--- src/rtl/alu_exec_unit.sv ---
// ---------------------------------------------------------------------------
// alu_exec_unit
//
// Purpose:
//   EX-stage execution unit for one superscalar lane. It combines ALUOp/funct
//   decode, a registered single-cycle ALU and an iterative multiply/divide
//   engine that writes the HI/LO register pair. Single-cycle ops return a
//   result one cycle after accept. MULT/DIV take DATA_W+2 cycles and hold
//   in_ready low while the engine is busy.
//
// Parameters:
//   DATA_W   - operand/result width (even, >= 8)
//   HILO_RST - value loaded into HI and LO on reset
//
// Ports:
//   clk       in   clock, rising edge
//   reset     in   synchronous active-high reset
//   in_valid  in   operation presented this cycle
//   in_ready  out  unit can accept (only while idle)
//   alu_op    in   00 add, 01 sub, 10 R-type (funct), 11 slt
//   funct     in   R-type function field
//   src_a     in   operand A / dividend / multiplicand
//   src_b     in   operand B / divisor / multiplier
//   out_valid out  one-cycle result pulse
//   result    out  registered result (new LO for MULT/DIV)
//   zero      out  result == 0, qualified by out_valid
//   hi, lo    out  HI/LO registers
//   illegal   out  unknown funct, qualified by out_valid
//   ovf       out  signed add/sub overflow
//
// Build option:
//   ALU_OVF_TRAP_EN - when defined, ovf reports signed add/sub overflow.
//                     When undefined, ovf is tied low.
// ---------------------------------------------------------------------------
module alu_exec_unit #(
  parameter int                DATA_W   = 32,
  parameter logic [DATA_W-1:0] HILO_RST = '0
) (
  input  logic              clk,
  input  logic              reset,
  input  logic              in_valid,
  output logic              in_ready,
  input  logic [1:0]        alu_op,
  input  logic [5:0]        funct,
  input  logic [DATA_W-1:0] src_a,
  input  logic [DATA_W-1:0] src_b,
  output logic              out_valid,
  output logic [DATA_W-1:0] result,
  output logic              zero,
  output logic [DATA_W-1:0] hi,
  output logic [DATA_W-1:0] lo,
  output logic              illegal,
  output logic              ovf
);

  localparam int CNT_W = $clog2(DATA_W);

  localparam logic [1:0] ST_IDLE = 2'd0;
  localparam logic [1:0] ST_CALC = 2'd1;
  localparam logic [1:0] ST_FIX  = 2'd2;

  localparam logic [5:0] F_ADD   = 6'b100000;
  localparam logic [5:0] F_SUB   = 6'b100010;
  localparam logic [5:0] F_AND   = 6'b100100;
  localparam logic [5:0] F_OR    = 6'b100101;
  localparam logic [5:0] F_XOR   = 6'b100110;
  localparam logic [5:0] F_NOR   = 6'b100111;
  localparam logic [5:0] F_SLT   = 6'b101010;
  localparam logic [5:0] F_SLTU  = 6'b101011;
  localparam logic [5:0] F_MULT  = 6'b011000;
  localparam logic [5:0] F_MULTU = 6'b011001;
  localparam logic [5:0] F_DIV   = 6'b011010;
  localparam logic [5:0] F_DIVU  = 6'b011011;
  localparam logic [5:0] F_MFHI  = 6'b010000;
  localparam logic [5:0] F_MFLO  = 6'b010010;

  logic [1:0]          state_q, state_d;
  logic [CNT_W-1:0]    cnt_q, cnt_d;
  logic [DATA_W-1:0]   a_mag_q, a_mag_d;
  logic [DATA_W-1:0]   b_mag_q, b_mag_d;
  logic [2*DATA_W-1:0] prod_q, prod_d;
  logic                neg_res_q, neg_res_d;
  logic                neg_rem_q, neg_rem_d;
  logic                is_div_q, is_div_d;
  logic                div_zero_q, div_zero_d;
  logic [DATA_W-1:0]   result_q, result_d;
  logic                out_valid_q, out_valid_d;
  logic                illegal_q, illegal_d;
  logic [DATA_W-1:0]   hi_q, hi_d;
  logic [DATA_W-1:0]   lo_q, lo_d;

  logic [DATA_W-1:0]   add_res, sub_res, slt_res, sltu_res;
  logic [DATA_W-1:0]   sc_res;
  logic                sc_illegal;
  logic                is_muldiv, md_signed, md_div;
  logic [DATA_W-1:0]   a_mag_in, b_mag_in;

  logic [DATA_W:0]     mul_sum;
  logic [2*DATA_W-1:0] mul_step;
  logic [DATA_W:0]     div_shift, div_diff;
  logic [2*DATA_W-1:0] div_step;
  logic [2*DATA_W-1:0] prod_fix;
  logic [DATA_W-1:0]   quo_fix, rem_fix, a_orig;

  assign add_res  = src_a + src_b;
  assign sub_res  = src_a - src_b;
  assign slt_res  = {{(DATA_W-1){1'b0}}, ($signed(src_a) < $signed(src_b))};
  assign sltu_res = {{(DATA_W-1){1'b0}}, (src_a < src_b)};

  // Decode alu_op/funct into a single-cycle result, or flag a mult/div
  // request together with its signedness and kind.
  always_comb begin
    sc_res     = '0;
    sc_illegal = 1'b0;
    is_muldiv  = 1'b0;
    md_signed  = 1'b0;
    md_div     = 1'b0;
    case (alu_op)
      2'b00: sc_res = add_res;
      2'b01: sc_res = sub_res;
      2'b11: sc_res = slt_res;
      default: begin
        case (funct)
          F_ADD:   sc_res = add_res;
          F_SUB:   sc_res = sub_res;
          F_AND:   sc_res = src_a & src_b;
          F_OR:    sc_res = src_a | src_b;
          F_XOR:   sc_res = src_a ^ src_b;
          F_NOR:   sc_res = ~(src_a | src_b);
          F_SLT:   sc_res = slt_res;
          F_SLTU:  sc_res = sltu_res;
          F_MFHI:  sc_res = hi_q;
          F_MFLO:  sc_res = lo_q;
          F_MULT:  begin is_muldiv = 1'b1; md_signed = 1'b1; end
          F_MULTU: begin is_muldiv = 1'b1; end
          F_DIV:   begin is_muldiv = 1'b1; md_signed = 1'b1; md_div = 1'b1; end
          F_DIVU:  begin is_muldiv = 1'b1; md_div = 1'b1; end
          default: sc_illegal = 1'b1;
        endcase
      end
    endcase
  end

  // Signed variants run on magnitudes; the signs are reapplied in FIX.
  assign a_mag_in = (md_signed && src_a[DATA_W-1]) ? -src_a : src_a;
  assign b_mag_in = (md_signed && src_b[DATA_W-1]) ? -src_b : src_b;

  // Shift-add multiply: prod holds {accumulator, remaining multiplier bits}.
  assign mul_sum  = {1'b0, prod_q[2*DATA_W-1:DATA_W]} +
                    (prod_q[0] ? {1'b0, a_mag_q} : {(DATA_W+1){1'b0}});
  assign mul_step = {mul_sum, prod_q[DATA_W-1:1]};

  // Restoring divide: prod holds {partial remainder, dividend/quotient}.
  // A borrow in div_diff means the trial subtraction is discarded.
  assign div_shift = prod_q[2*DATA_W-1:DATA_W-1];
  assign div_diff  = div_shift - {1'b0, b_mag_q};
  assign div_step  = div_diff[DATA_W]
                   ? {div_shift[DATA_W-1:0], prod_q[DATA_W-2:0], 1'b0}
                   : {div_diff[DATA_W-1:0],  prod_q[DATA_W-2:0], 1'b1};

  // Sign correction. Remainder follows the dividend; the dividend itself is
  // rebuilt from its magnitude for the divide-by-zero HI value.
  assign prod_fix = neg_res_q ? -prod_q : prod_q;
  assign quo_fix  = neg_res_q ? -prod_q[DATA_W-1:0] : prod_q[DATA_W-1:0];
  assign rem_fix  = neg_rem_q ? -prod_q[2*DATA_W-1:DATA_W]
                              : prod_q[2*DATA_W-1:DATA_W];
  assign a_orig   = neg_rem_q ? -a_mag_q : a_mag_q;

  // Next-state logic: accept in IDLE, iterate in CALC, write HI/LO in FIX.
  always_comb begin
    state_d     = state_q;
    cnt_d       = cnt_q;
    a_mag_d     = a_mag_q;
    b_mag_d     = b_mag_q;
    prod_d      = prod_q;
    neg_res_d   = neg_res_q;
    neg_rem_d   = neg_rem_q;
    is_div_d    = is_div_q;
    div_zero_d  = div_zero_q;
    result_d    = result_q;
    out_valid_d = 1'b0;
    illegal_d   = 1'b0;
    hi_d        = hi_q;
    lo_d        = lo_q;
    case (state_q)
      ST_IDLE: begin
        if (in_valid) begin
          if (is_muldiv) begin
            a_mag_d    = a_mag_in;
            b_mag_d    = b_mag_in;
            neg_res_d  = md_signed && (src_a[DATA_W-1] ^ src_b[DATA_W-1]);
            neg_rem_d  = md_signed && src_a[DATA_W-1];
            is_div_d   = md_div;
            div_zero_d = md_div && (src_b == '0);
            prod_d     = {{DATA_W{1'b0}}, (md_div ? a_mag_in : b_mag_in)};
            cnt_d      = '0;
            state_d    = ST_CALC;
          end else begin
            result_d    = sc_res;
            illegal_d   = sc_illegal;
            out_valid_d = 1'b1;
          end
        end
      end
      ST_CALC: begin
        prod_d = is_div_q ? div_step : mul_step;
        cnt_d  = cnt_q + 1'b1;
        if (cnt_q == CNT_W'(DATA_W-1)) begin
          state_d = ST_FIX;
        end
      end
      ST_FIX: begin
        if (!is_div_q) begin
          hi_d = prod_fix[2*DATA_W-1:DATA_W];
          lo_d = prod_fix[DATA_W-1:0];
        end else if (div_zero_q) begin
          hi_d = a_orig;
          lo_d = '1;
        end else begin
          hi_d = rem_fix;
          lo_d = quo_fix;
        end
        result_d    = lo_d;
        out_valid_d = 1'b1;
        state_d     = ST_IDLE;
      end
      default: state_d = ST_IDLE;
    endcase
  end

  // State registers with synchronous reset; reset aborts any mult/div.
  always_ff @(posedge clk) begin
    if (reset) begin
      state_q     <= ST_IDLE;
      cnt_q       <= '0;
      a_mag_q     <= '0;
      b_mag_q     <= '0;
      prod_q      <= '0;
      neg_res_q   <= 1'b0;
      neg_rem_q   <= 1'b0;
      is_div_q    <= 1'b0;
      div_zero_q  <= 1'b0;
      result_q    <= '0;
      out_valid_q <= 1'b0;
      illegal_q   <= 1'b0;
      hi_q        <= HILO_RST;
      lo_q        <= HILO_RST;
    end else begin
      state_q     <= state_d;
      cnt_q       <= cnt_d;
      a_mag_q     <= a_mag_d;
      b_mag_q     <= b_mag_d;
      prod_q      <= prod_d;
      neg_res_q   <= neg_res_d;
      neg_rem_q   <= neg_rem_d;
      is_div_q    <= is_div_d;
      div_zero_q  <= div_zero_d;
      result_q    <= result_d;
      out_valid_q <= out_valid_d;
      illegal_q   <= illegal_d;
      hi_q        <= hi_d;
      lo_q        <= lo_d;
    end
  end

`ifdef ALU_OVF_TRAP_EN
  logic add_ovf, sub_ovf, sc_ovf, ovf_q, ovf_d;

  assign add_ovf = (src_a[DATA_W-1] == src_b[DATA_W-1]) &&
                   (add_res[DATA_W-1] != src_a[DATA_W-1]);
  assign sub_ovf = (src_a[DATA_W-1] != src_b[DATA_W-1]) &&
                   (sub_res[DATA_W-1] != src_a[DATA_W-1]);

  // Only the add/sub encodings can raise overflow.
  always_comb begin
    sc_ovf = 1'b0;
    if (alu_op == 2'b00 || (alu_op == 2'b10 && funct == F_ADD)) begin
      sc_ovf = add_ovf;
    end else if (alu_op == 2'b01 || (alu_op == 2'b10 && funct == F_SUB)) begin
      sc_ovf = sub_ovf;
    end
  end

  // Overflow flag is registered alongside the single-cycle result.
  always_comb begin
    ovf_d = 1'b0;
    if (state_q == ST_IDLE && in_valid && !is_muldiv) begin
      ovf_d = sc_ovf;
    end
  end

  // Overflow register, cleared by reset.
  always_ff @(posedge clk) begin
    if (reset) begin
      ovf_q <= 1'b0;
    end else begin
      ovf_q <= ovf_d;
    end
  end

  assign ovf = ovf_q;
`else
  assign ovf = 1'b0;
`endif

  assign in_ready  = (state_q == ST_IDLE);
  assign out_valid = out_valid_q;
  assign result    = result_q;
  assign zero      = out_valid_q && (result_q == '0);
  assign illegal   = illegal_q;
  assign hi        = hi_q;
  assign lo        = lo_q;

endmodule
--- config.mk ---
export PLATFORM = sky130hd
export DESIGN_NAME = alu_exec_unit
export DESIGN_NICKNAME = d
export VERILOG_FILES = /design/src/rtl/alu_exec_unit.sv
export SDC_FILE = /design/constraint.sdc
export NUM_CORES = 1
export LEC_CHECK = 0
export BUFFER_PORTS_ARGS = -buffer_cell sky130_fd_sc_hd__buf_2
export CAP_MARGIN = 15
export CORE_MARGIN = 8
export CORE_UTILIZATION = 30
export DETAILED_ROUTE_END_ITERATION = 10
export GPL_ROUTABILITY_DRIVEN = 0
export PLACE_DENSITY = 0.52
export SLEW_MARGIN = 20
export SYNTH_ARGS = -nofsm -noshare
export SYNTH_HDL_FRONTEND = slang
export SYNTH_SLANG_ARGS = --single-unit
--- constraint.sdc ---
create_clock -name clk -period 3.95 [get_ports clk]
set_input_delay 0.395 -clock clk [delete_from_list [all_inputs] [get_ports clk]]
set_output_delay 0.395 -clock clk [all_outputs]
set_load 0.005 [all_outputs]
; ---- Yosys cells after proc, flatten, opt, wreduce, memory -nomap -nowiden
; Index checks and enable logic that the tools add are counted.
[word_totals]
reg_bits = 237
latch_bits = 0
mem_bits_rw = 0
rom_bits = 0
wordCells = 117
n_memories = 0
[op_classes]
add_sub_neg = 11
n_mul = 0
div_mod_pow = 0
order_cmp = 2
n_eq_ne = 23
shifts = 0
mux = 39
bitwise = 7
n_reduce_logical = 21
[ops]
columns = operator, count
row1 = $mux W32, 13
row2 = $mux W64, 5
row3 = $pmux W32 S10, 1
row4 = $neg A32 Y32, 5
row5 = $pmux W64 S2, 1
row6 = $pmux W32 S3, 1
row7 = $logic_not A32 Y1, 2
row8 = $lt A32 B32 Y1, 2
row9 = $neg A64 Y64, 1
row10 = $pmux W32 S2, 1
row11 = $eq A6 B6 Y1 const B, 8
row12 = $eq A6 B5 Y1 const B, 6
row13 = $add A32 B32 Y33, 1
row14 = $sub A33 B32 Y33, 1
row15 = $add A32 B32 Y32, 1
row16 = $and A32 B32 Y32, 1
row17 = $not A32 Y32, 1
row18 = $or A32 B32 Y32, 1
row19 = $sub A32 B32 Y32, 1
row20 = $xor A32 B32 Y32, 1
row21 = $reduce_or A14 Y1, 1
row22 = $reduce_and A3 Y1, 4
row23 = $mux W5, 2
row24 = $pmux W5 S2, 1
row25 = other kinds (19), 41

; ---- Depth between registers and ports, before layout
[depth]
ltp_word = 10
mapped_depth = 16

; ---- Least setup slack after synthesis
; OpenSTA, ideal clock, no wires.
[synth_path]
kind = input port to flip-flop
start = in src_a[2]
end = reg result_q[17] (netlist: result[17])
arrival_time_ps = 3161
t_required_ps = 3833
slack_ps = 671
path_stages = 13
path_buffers = 1
cell_sequence = inv_1 > ha_1 > buf_2 > o21ai_0 > o21bai_1 > a21oi_1 > o21ai_0 > a311oi_1 > o211ai_1 > nand3_1 > a21oi_1 > or4b_2 > a32o_1
[synth_via]
elab_chain_cells = 6
[synth_lines]
columns = item, line
row1 = from (decl), 45  ; input logic [DATA_W-1:0] src_a,
row2 = $sub A32 B32 Y32 / $add A32 B32 Y32 (equally long branches), "106, 105"
row3 = $pmux W32 S10, 123  ; case (funct)
row4 = $pmux W32 S3 (*), 118  ; case (alu_op)
row5 = $mux W32 (*), 188  ; if (is_muldiv) begin
row6 = $mux W32 (*), 187  ; if (in_valid) begin
row7 = $pmux W32 S2 (*), 185  ; case (state_q)
row8 = to (signal assigned), 258  ; result_q <= result_d;
row9 = to (decl), 86  ; logic [DATA_W-1:0] result_q, result_d;
; Every way passes the cells marked *; elsewhere a longest branch is shown, timed or not. The select of a mux whose other input is x is not followed.
; A chain may end at the register's enable or synchronous reset.

; ---- Worst setup path in the final report
[layout_path]
start = reg prod_q[31]
end = reg prod_q[45]
[layout_via]
elab_chain_cells = 4
[layout_lines]
columns = item, line
row1 = from (decl), 81  ; logic [2*DATA_W-1:0] prod_q, prod_d;
row2 = from (signal assigned), 253  ; prod_q <= prod_d;
row3 = $sub A33 B32 Y33, 156  ; assign div_diff = div_shift - {1'b0, b_mag_q};
row4 = $mux W64, 158  ; ? {div_shift[DATA_W-1:0], prod_q[DATA_W-2:0], 1'b0}
row5 = $mux W64, 206  ; prod_d = is_div_q ? div_step : mul_step;
row6 = $pmux W64 S2, 185
; Every way passes these cells.

==> run_results.csv <==
group,metric,value,unit
logic_synthesis,yosys-top-cells-count,"359 x nor2_1, 308 x a21oi_1, 293 x nand2_1",
logic_synthesis,seq_area_frac_synth,19.73,%
critical_path,required,4.45,ns
floorplan,dieArea,0.08947,mm²
floorplan,ios,176,
critical_path,rr_worst_depth,14,
clock_network,post_cts_resized,0,
logic_synthesis,synth_cell_type_count,89,
power_and_ir_drop,p_int,4693,µW
clock_network,cts_hold_repair.buffers,0,
grt,grt_usage,24.97,%
logic_synthesis,yosys.area_share.adder,9.178,%
logic_synthesis,synth_area_per_cell,7.153,µm²
timing,hold_viol_final,0,
power_and_ir_drop,leakage,0.01135,µW
logic_synthesis,ys.warnings.count,0,
power_and_ir_drop,switching_share,33.77,%
grt,overflow,0,
logic_synthesis,synth_xor_xnor_area_share,7.102,%
logic_synthesis,yosysTopAreaCellShare,19.73,%
logic_synthesis,synthMuxAreaShare,3.757,%
logic_synthesis,synth_area_leader_cell,"dfxtp_1",
floorplan,die_y,299.1,µm
timing,post-route-period-util,96.23,%
worst_hold_path,hold_path_depth,3,
power_and_ir_drop,clkPwrFrac,40.2,%
status,status,"completed",
logic_synthesis,syn_area,0.02405,mm²
logic_synthesis,yosysMostFrequentCell,"nor2_1",
critical_path,critPathKind,"flip-flop to flip-flop",
floorplan,start_util,30.10,%
finish,drive_gt1_share,13.95,%
placed_design,port_buffers,174,
timing,fmax,263.1,MHz
grt,grt_max_degree,86,
critical_path,start_kind,"flip-flop",
clock_network,cts_setup_buffers,0,
routing,dr_total_vias,27370,
clock_network,clockRootBuffer,"clkbuf_16",
routing,drtPass1Iterations,6,
logic_synthesis,synth_nets,3611,
routing,drc,0,
finish,syn2layout_area_growth,15.79,%
power_and_ir_drop,pwr-share-seq,34.9,%
critical_path,worstPathMaxFanout,53,
power_and_ir_drop,vdd_drop_max,305.4,µV
logic_synthesis,synthCells,3362,
timing,clock_skew,0.02647,ns
finish,nets,3762,
timing,fin_crit,3.801,ns
routing,ant_nets,0,
power_and_ir_drop,p_per_area,254.5,mW/mm²
power_and_ir_drop,power_switching,2393,µW
logic_synthesis,synth-simple-area-share,22.25,%
timing,finalMaxSlewViolations,0,
clock_network,clockBufferDepth,3,
critical_path,critical_path_arrival,4.30,ns
clock_network,clk_latency,0.59,ns
logic_synthesis,async_flop_share,0,%
placed_design,placed_cell_area,0.02685,mm²
grt,first_global_vias,24950,
flow_run,maxCapViolations,0,
finish,nFillCells,8713,
timing,slew_headroom,32.70,%
logic_synthesis,ys.flop_type,"dfxtp_1",
logic_synthesis,synthTopCellsByArea,"dfxtp_1 20%, ha_1 8.8%, a21oi_1 6.4%, nor2_1 5.6%, xnor2_1 5.3%",
routing,wl,119.2,mm
grt,antenna_found_initial,7,
routing,via_per_inst,5.957,
placed_design,dpl.hpwl,94.79,mm
clock_network,cts_tree,"built",
critical_path,setup.worst_path.end_class,"flip-flop",
routing,drtIter0Drc,3674,
timing,worst-slew-pin-transition,1.002,ns
logic_synthesis,synth_top_family_by_area,"compound AO/OA/AOI/OAI gates",
grt,grt_first_pass_wirelength,172.3,mm
clock_network,numCtsBuffers,29,
clock_network,clkTransAtPathRegs,0.07,ns
floorplan,core,0.07990,mm²
power_and_ir_drop,p_comb_share,25.0,%
logic_synthesis,ys_ff_latch,237,
timing,setup_violations,0,
floorplan,die_w,299.1,µm
routing,post_drt_wl_per_cell,25.95,µm
floorplan,rows,104,
timing,fin_tns_setup,0,ns
clock_network,cts_htree_levels,1,
timing,rsz0062_at_grt,"false",
worst_hold_path,hp-class,"primary input to flip-flop",
finish,final_cell_area,0.02784,mm²
clock_network,cts.sinks,237,
logic_synthesis,synth_edf_count,0,
logic_synthesis,synth_compound_area_share,31.36,%
==> kinds of logic after synthesis <==
kind of cell / after synthesis
fa+ha+maj: 174
flops: 237
compound gates: 1143
simple gates: 1111
other cells: 1
xor+xnor: 195
buf+inv: 413
mux: 88
==> final cells by class <==
class                           instances  area (µm²)  area share [%]
Inverter                              161       604.3           2.170
Timing Repair Buffer                  372        2404           8.632
Antenna cell                            1       2.502        0.008987
Multi-Input combinational cell       2712       17770           63.81
Clock buffer                           38       819.5           2.943
Sequential cell                       237        4755           17.08
Clock inverter                         13       165.2          0.5932
Tap cell                             1060        1326           4.763
==> registers in the layout, summed over array words and instances, names as in the netlist, 2 cells and up <==
signal and flops:
result 32, lo 32, cnt_q 5, hi 32, b_mag_q 32, prod_q 64
state_q 2, a_mag_q 32
==> critical path, cell delays in order (launching register included) <==
cell and delay (ns):
dfxtp_1 0.52, inv_1 0.22, ha_1 0.26, inv_1 0.07, fa_1 0.23, a211oi_1 0.12
o211ai_1 0.35, nand4_1 0.28, a311oi_2 0.42, nor3_1 0.09, nand3b_1 0.23, buf_12 0.23
a2111oi_0 0.44, a21oi_1 0.08, o21ai_0 0.15
==> power groups by stage <==
stage                     clock network [µW]  logic, µW  registers, µW
after floorplan                            0       1000           2500
after global placement                     0       1700           2520
after detailed placement                   0       1700           2520
after CTS                               2890       1700           2470
after global routing                    2970       1860           2470
final                                   2850       1770           2470
==> layout by cell type, fill, tap and decap left out, drive strengths merged, types with 51 or more instances in the layout <==
cell,count
o21ai,208
nand3,71
dfxtp,237
a211oi,170
inv,165
nor2,359
o211ai,51
xnor2,146
ha,170
nand2,293
nor3,86
a21oi,309
buf,372
and2,53
mux2i,79
==> through the flow <==
stage                     cells  hold WS, ns  power [µW]  util, %  setup WS [ns]
after floorplan            3362       0.4406        3506        -         0.6712
after global placement     4542       0.4600        4226    33.61        0.09603
after detailed placement   4542       0.4614        4219    33.61       0.007265
after CTS                  4593       0.1950        7058    34.84        0.07544
after global routing       4593       0.2213        7304    34.85        0.01873
final                      4594       0.2261        7087    34.85         0.1491
==> final timing paths <==
check                                start          to  slack (ns)
worst min register to register    cnt_q[4]    cnt_q[4]        0.47
worst min-delay path              src_a[0]  a_mag_q[0]        0.23
worst max-delay path            prod_q[31]  prod_q[45]        0.15
worst max register to register  prod_q[31]  prod_q[45]        0.15
==> layer usage <==
layer	share of wire [%]	vias to the layer above	GRT usage [%]
met3	11	221	6.189
met4	3.8	8	8.068
met5	0.038	-	0
li1	-	12590	-
met2	42	1399	37.58
met1	43	13150	34.68
(Power assumes the default switching activity.)
